**src/rtl/ow_serializer.sv**
```systemverilog
// ow_serializer
//   Output wrapper downstream of the IMC. Captures one result frame of
//   N_WORDS words on imc_done and streams it out word 0 first over the
//   dataReady/dataAccept handshake.
//
// Parameters
//   DW       width of one data word
//   N_WORDS  result words per frame (>=1)
//
// Ports
//   clk         in   system clock, rising edge
//   rst         in   asynchronous, active-high reset
//   imc_done    in   1-cycle pulse, imc_result valid
//   imc_result  in   frame; word k = imc_result[k*DW +: DW]
//   ow_ready    out  idle, can capture a frame
//   dataReady   out  dataOut valid
//   dataAccept  in   downstream takes dataOut this cycle
//   dataOut     out  current output word (0 while idle)
//   overflow    out  sticky: imc_done seen while busy
//   dataLast    out  final word of the frame (only with OW_LAST_EN)
//
// Configuration
//   OW_LAST_EN  defined: adds the dataLast output.
//
// All outputs are decoded from state/index/frame registers only; there is
// no combinational path from dataAccept or imc_done to any output.

module ow_serializer #(
  parameter int DW      = 16,
  parameter int N_WORDS = 2
) (
  input  logic                  clk,
  input  logic                  rst,
  input  logic                  imc_done,
  input  logic [N_WORDS*DW-1:0] imc_result,
  output logic                  ow_ready,
  output logic                  dataReady,
  input  logic                  dataAccept,
  output logic [DW-1:0]         dataOut,
  output logic                  overflow
`ifdef OW_LAST_EN
  ,
  output logic                  dataLast
`endif
);

  localparam int IW = (N_WORDS > 1) ? $clog2(N_WORDS) : 1;
  localparam logic [IW-1:0] LAST_IDX = IW'(N_WORDS - 1);

  typedef enum logic {
    IDLE,
    SEND
  } state_t;

  state_t                  state, state_nxt;
  logic [IW-1:0]           idx, idx_nxt;
  logic [N_WORDS*DW-1:0]   frame;

  always_ff @(posedge clk or posedge rst) begin
    if (rst) begin
      state <= IDLE;
      idx   <= '0;
    end else begin
      state <= state_nxt;
      idx   <= idx_nxt;
    end
  end

  always_comb begin
    state_nxt = state;
    idx_nxt   = idx;
    case (state)
      IDLE: begin
        if (imc_done) begin
          state_nxt = SEND;
          idx_nxt   = '0;
        end
      end
      SEND: begin
        if (dataAccept) begin
          if (idx == LAST_IDX) begin
            state_nxt = IDLE;
            idx_nxt   = '0;
          end else begin
            idx_nxt = idx + 1'b1;
          end
        end
      end
      default: begin
        state_nxt = IDLE;
        idx_nxt   = '0;
      end
    endcase
  end

  // Frame is only written when idle; a done pulse while sending leaves it untouched.
  always_ff @(posedge clk or posedge rst) begin
    if (rst) begin
      frame <= '0;
    end else if (state == IDLE && imc_done) begin
      frame <= imc_result;
    end
  end

  always_ff @(posedge clk or posedge rst) begin
    if (rst) begin
      overflow <= 1'b0;
    end else if (state == SEND && imc_done) begin
      overflow <= 1'b1;
    end
  end

  assign ow_ready  = (state == IDLE);
  assign dataReady = (state == SEND);
  assign dataOut   = (state == SEND) ? frame[int'(idx)*DW +: DW] : '0;

`ifdef OW_LAST_EN
  assign dataLast  = (state == SEND) && (idx == LAST_IDX);
`endif

endmodule
```
**config.mk**
```make
export PLATFORM = sky130hd
export DESIGN_NAME = ow_serializer
export DESIGN_NICKNAME = d
export VERILOG_FILES = /design/src/rtl/ow_serializer.sv
export SDC_FILE = /design/constraint.sdc
export NUM_CORES = 1
export LEC_CHECK = 0
export CORE_ASPECT_RATIO = 0.6
export CORE_UTILIZATION = 30
export CTS_CLUSTER_DIAMETER = 200
export DETAILED_ROUTE_END_ITERATION = 16
export PLACE_DENSITY = 0.55
export SLEW_MARGIN = 0
export SYNTH_ARGS = -nofsm -noshare
export SYNTH_HDL_FRONTEND = slang
export SYNTH_SLANG_ARGS = --single-unit
export TNS_END_PERCENT = 5
```
**constraint.sdc**
```tcl
create_clock -name clk -period 1.7 [get_ports clk]
set_input_delay 0.17 -clock clk [delete_from_list [all_inputs] [get_ports clk]]
set_output_delay 0.17 -clock clk [all_outputs]
set_load 0.1 [all_outputs]
```
==> results.toml, run 1 <==
[global_routing]
antenna_found_initial = 0
grt_pass1_wl_um = 6230
grt_overflow = 0
grtUsageTotal = 0.139
grt_max_degree = 21
grt_pass1_vias = 1244

[job]
drv_cap = 0

[route]
viasPerCell = 4.30
first_pass_iters = 4
wl_per_cell_um = 14.4
wl_um = 3650
dr.first_iter.drc_count = 11
drtAntennaViolNets = 0
via_count = 1093
drc = 0

[cells_and_area]
fin_cells = 254
antenna_cells = 0
drive_gt1_frac = 0.469
fillerInstances = 450
finalNetCount = 212
synthToLayoutAreaGrowth_pct = 57.1
fin_util = 0.510

[placement]
pre_cts_ws_ns = 0.139
hpwlAfterDp_um = 2700
portBuffers = 54
place.gp.congestion = 0.765
dp.cells = 246

[yosys]
ys_warn_count = 0
ys_seq_area_frac = 0.511
ys_types = 17
synth-seq-cells = 35
syn-num-nets = 151
synth.avg_cell_area_sq_um = 14.9
synth_area_sq_um = 1710
netlist_instances = 115

[clock_tree]
ctsResizeCount = 1
clkTransAtPathRegs_ns = 0.07
cts.sinks = 35
clk_latency_ns = 0.28
cts_max_level = 2
cts_hold_buf = 0
postCtsSetupBuffers = 0
cts_max_path_buffers = 2
cts-root-buf = "clkbuf_8"
cts_buffers = 5
cts_tree = "built"

[timing]
clock_skew_ns = 0.00377
setup_viol = 0
fmax_mhz = 630
slew_headroom = 0.772
finalCritPeriodShare = 0.934
final.setup.worst_slack_ns = 0.112
layout_min_cycle_time_ns = 1.59
hold_viol = 0
rsz0062_at_grt = "no"
slew_violations = 0
tightest_slew_ns = 0.342

[worst_setup_path]
cp_max_fo = 10
crit_arrival_ns = 1.42
r2r_end = "frame[20]$_DFFE_PP0P_"
reg2reg_slack_ns = 0.27
critPathKind = "register to output pin"
r2r_start = "dataReady$_DFF_PP0_"
cpMaxStageDelayCell = "dfrtp_1"
r2r.worst_path.cells = 3
crit_path_cell_trace = "buf_4, mux2i_1, nor2_4, buf_12"
start_kind = "register"
crit_required_ns = 1.53
critPathMaxStageDelay_ns = 0.35
crit_path_end_kind = "output pin"

[min_path]
hp-class = "input pin to asynchronous set/reset pin"

[die]
die_x_um = 99.6
start_util = 0.324
io_pins = 55
die_h_um = 60.5
coreArea_sq_um = 5280
dieArea_sq_um = 6030
rows = 20

[outcome]
outcome = "completed"
[cells in the final DEF, fill, tap and decap left out, drive strengths merged]
cell type      Yosys  final
o22ai              1      1
clkdlybuf4s50      0     35
nor2b              1      1
a31oi              1      1
inv                1      1
buf                7     26
xnor2              1      1
dfrtp             35     35
clkinv             1      2
mux2              32     32
clkbuf             0      7
a21o               1      1
mux2i             16     16
nor2              17     17
nand2b             1      1
[final cells by class]
| cell class | instances | area (sq um) | area share |
|---|---|---|---|
| clock inverters | 1 | 5.00 | 0.00186 |
| clock buffers | 7 | 76.3 | 0.0284 |
| flip-flops and latches | 35 | 880 | 0.327 |
| well taps | 77 | 96.3 | 0.0358 |
| multi-input cells | 71 | 831 | 0.309 |
| repair buffers | 61 | 783 | 0.291 |
| inverters | 2 | 20.0 | 0.00744 |
[cells by family after synthesis]
group / Yosys count / synth area share
buf+inv: 9 / 0.0577
xor+xnor: 1 / 0.00511
flops: 35 / 0.511
simple gates: 19 / 0.0446
compound gates: 3 / 0.0117
mux: 48 / 0.370
[cell usage after synthesis]
cell,number,area [sq um]
dfrtp_1,35,876
mux2_4,30,450
nor2_1,17,63.8
mux2i_1,16,160
buf_12,3,60.1
buf_4,2,15.0
mux2_2,2,22.5
a21o_1,1,7.51
a31oi_1,1,6.26
buf_2,1,5.00
buf_6,1,11.3
clkinv_1,1,3.75
inv_1,1,3.75
nand2b_1,1,6.26
nor2b_1,1,6.26
o22ai_1,1,6.26
xnor2_1,1,8.76
[worst max-delay path: cells and delay by family (launching register included)]
kind,cells,cell delay (ns)
buffers and inverters,2,0.38
flip-flops,1,0.35
AND/OR/NAND/NOR,1,0.08
multiplexers,1,0.33
[layer usage]
metal  track usage  share of wire
met2         0.219           0.46
met3        0.0507          0.051
met4        0.0378         0.0068
met5             0              0
met1         0.183           0.49
[per-stage QoR]
| step | hold slack, ns | setup TNS, ns | cell area [sq um] |
|---|---|---|---|
| 5_1_grt | 0.191 | 0 | 2690 |
| 3_3_place_gp | 0.440 | 0 | 2600 |
| 2_1_floorplan | 0.272 | -0.979 | 1810 |
| 6_report | 0.164 | 0 | 2690 |
| 4_1_cts | 0.178 | 0 | 2690 |
| 3_5_place_dp | 0.453 | 0 | 2600 |
[registers in the layout (all words and copies together), names as in the netlist]
name       cells
dataReady      1
frame         32
idx            1
overflow       1
[how the worst max path moves through the flow]
| stage | end | depth (start not counted) | startpoint | slack, ns |
|---|---|---|---|---|
| global route | dataOut[6] | 4 | idx$_DFFE_PP0P_ | 0.02 |
| CTS | dataOut[6] | 4 | idx$_DFFE_PP0P_ | 0.07 |
| finish | dataOut[6] | 4 | idx$_DFFE_PP0P_ | 0.11 |
| global placement | frame[6]$_DFFE_PP0P_ | 4 | imc_done | 0.15 |
| detailed placement | frame[6]$_DFFE_PP0P_ | 4 | imc_done | 0.14 |
| floorplan | dataOut[0] | 2 | dataReady$_DFF_PP0_ | -0.1 |
Power of run 1 is not shown: default switching activity piles up to over one toggle a cycle in this logic, so the estimate is an artifact.
==> inputs of run 2 (changes only) <==
--- a/config.mk
+++ b/config.mk
@@ -8,5 +8,5 @@
 export CORE_ASPECT_RATIO = 0.6
 export CORE_UTILIZATION = 30
-export CTS_CLUSTER_DIAMETER = 200
+export CTS_CLUSTER_DIAMETER = 100
 export DETAILED_ROUTE_END_ITERATION = 16
 export PLACE_DENSITY = 0.55
==> constraint.sdc (replaced) <==
create_clock -name clk -period 1.7 [get_ports clk]
set_input_delay 0.34 -clock clk [delete_from_list [all_inputs] [get_ports clk]]
set_output_delay 0.34 -clock clk [all_outputs]
set_load 0.1 [all_outputs]
==> run 2 against run 1 <==
Against the previous run:
- highest routed layer unchanged
- sequential share of layout area fell by 3.6 points
- largest cell class is now multi-input gates
- first-iteration DRC count rose by 110%
- critical endpoint is now dataOut[3]
- register-to-register slack got worse by 0.04 ns
- the run now ends with setup timing left
==> results.toml, run 2 (same netlist as run 1, synthesis figures left out) <==
[worst_setup_path]
crit_path_cell_trace = "clkbuf_16, mux2i_4, nor2_4, buf_12"
critPathMaxStageDelay_ns = 0.45
cp_max_fo = 6
start_kind = "register"
crit_required_ns = 1.36
cpMaxStageDelayCell = "dfrtp_2"
crit_arrival_ns = 1.42
crit_path_end_kind = "output pin"
r2r.worst_path.cells = 3
critPathKind = "register to output pin"

[placement]
hpwlAfterDp_um = 2900
pre_cts_ws_ns = -0.0242
portBuffers = 54
place.gp.congestion = 0.742

[cells_and_area]
finalNetCount = 215
drive_gt1_frac = 0.572
largest_reg_flops = 32
antenna_cells = 0
regMostFlops = "frame"
final_common_cell = "clkdlybuf4s50_1"
synthToLayoutAreaGrowth_pct = 76.7
fillerInstances = 400
mostFrequentLayoutCells = "clkdlybuf4s50_1, dfrtp_1, mux2_4"

[global_routing]
grt_overflow = 0
met1_usage = 0.208
grtUsageMet2 = 0.242
grt_pass1_vias = 1314
grtUsageTotal = 0.153
grt_max_degree = 19
antenna_found_initial = 0
busiest_layer = "met2"
use_met3 = 0.0415
grt_pass1_wl_um = 6740

[timing]
rsz0062_at_grt = "yes"
layout_min_cycle_time_ns = 1.76
slew_headroom = 0.754
clock_skew_ns = 0.00579
tightest_slew_ns = 0.368
final.setup.worst_slack_ns = -0.0589
fmax_mhz = 569
slew_violations = 0
finalCritPeriodShare = 1.03
hold_viol = 0
setup_viol = 16

[job]
drv_cap = 0

[die]
coreArea_sq_um = 5280
start_util = 0.324
rows = 20
dieArea_sq_um = 6030
die_h_um = 60.5
io_pins = 55
die_x_um = 99.6

[clock_tree]
cts.sinks = 35
cts_buffers = 5
cts_max_path_buffers = 2
cts_hold_buf = 0
clk_latency_ns = 0.28
cts-root-buf = "clkbuf_8"
clkTransAtPathRegs_ns = 0.07
cts_max_level = 2
cts_tree = "built"

[route]
wl_um = 4110
first_pass_iters = 4
viasPerCell = 4.50
drtAntennaViolNets = 0
dr.first_iter.drc_count = 23
drc = 0
via_count = 1156
wl_per_cell_um = 16.0

[outcome]
outcome = "complete, but fails checks"
violations = "setup timing"

[min_path]
hp-class = "input pin to asynchronous set/reset pin"
run 2: cell count changes in the layout (fill, tap and decap cells not counted), moves of 3 or more:
cell,previous run,this run
mux2i_1,16,0
mux2i_4,0,15
nor2_2,7,0
nor2_4,9,16
buf_12,19,23
buf_4,7,4
run 2: worst max-delay path, delay by kind of cell (launching register included):
family	cells	cell delay, ns
buffers and inverters	2	0.37
DFF	1	0.45
and+or+nand+nor	1	0.11
muxes	1	0.19
run 2: what timing repair did:
item                                    CTS  global route
endpoints found under the setup margin   16            16
setup buffers                             0             1
pin swaps                                 0             5
gates cloned                              0             1
gates resized for setup                  13            21
run 2: worst paths after layout:
kind | slack, ns | start | to
hold / removal | 0.33 | rst | idx$_DFFE_PP0P_
setup / recovery | -0.06 | idx$_DFFE_PP0P_ | dataOut[3]
max in group asynchronous | 0.84 | rst | frame[28]$_DFFE_PP0P_
setup reg to reg | 0.23 | dataReady$_DFF_PP0_ | frame[23]$_DFFE_PP0P_
hold reg to reg | 0.53 | overflow$_DFFE_PP0P_ | overflow$_DFFE_PP0P_
min in group clk | 0.53 | overflow$_DFFE_PP0P_ | overflow$_DFFE_PP0P_
run 2: per-layer routing:
metal / vias to the layer above / share of wire
met5: - / 0
met4: 0 / 0.011
met3: 8 / 0.045
met2: 39 / 0.46
met1: 583 / 0.48
li1: 526 / -
run 2: final cells by class:
cell class | count | area, sq um | share of cell area
Clock buffer | 7 | 76.3 | 0.0252
Clock inverter | 1 | 5.00 | 0.00165
Inverter | 2 | 33.8 | 0.0112
Multi-Input combinational cell | 71 | 1060 | 0.349
Sequential cell | 35 | 881 | 0.291
Tap cell | 77 | 96.3 | 0.0318
Timing Repair Buffer | 64 | 877 | 0.290
run 2: stage by stage:
step	instance area, sq um	setup TNS, ns	std cells	hold slack [ns]	util
after detailed placement	2700	-0.0480	247	0.495	0.512
final	3030	-0.728	257	0.333	0.573
after floorplan	1860	-1.60	115	0.442	-
after CTS	2840	-0.876	255	0.338	0.538
after global routing	3030	-1.58	257	0.356	0.573
after global placement	2700	-0.0250	247	0.492	0.512
Power of run 2 is left out for the same reason.
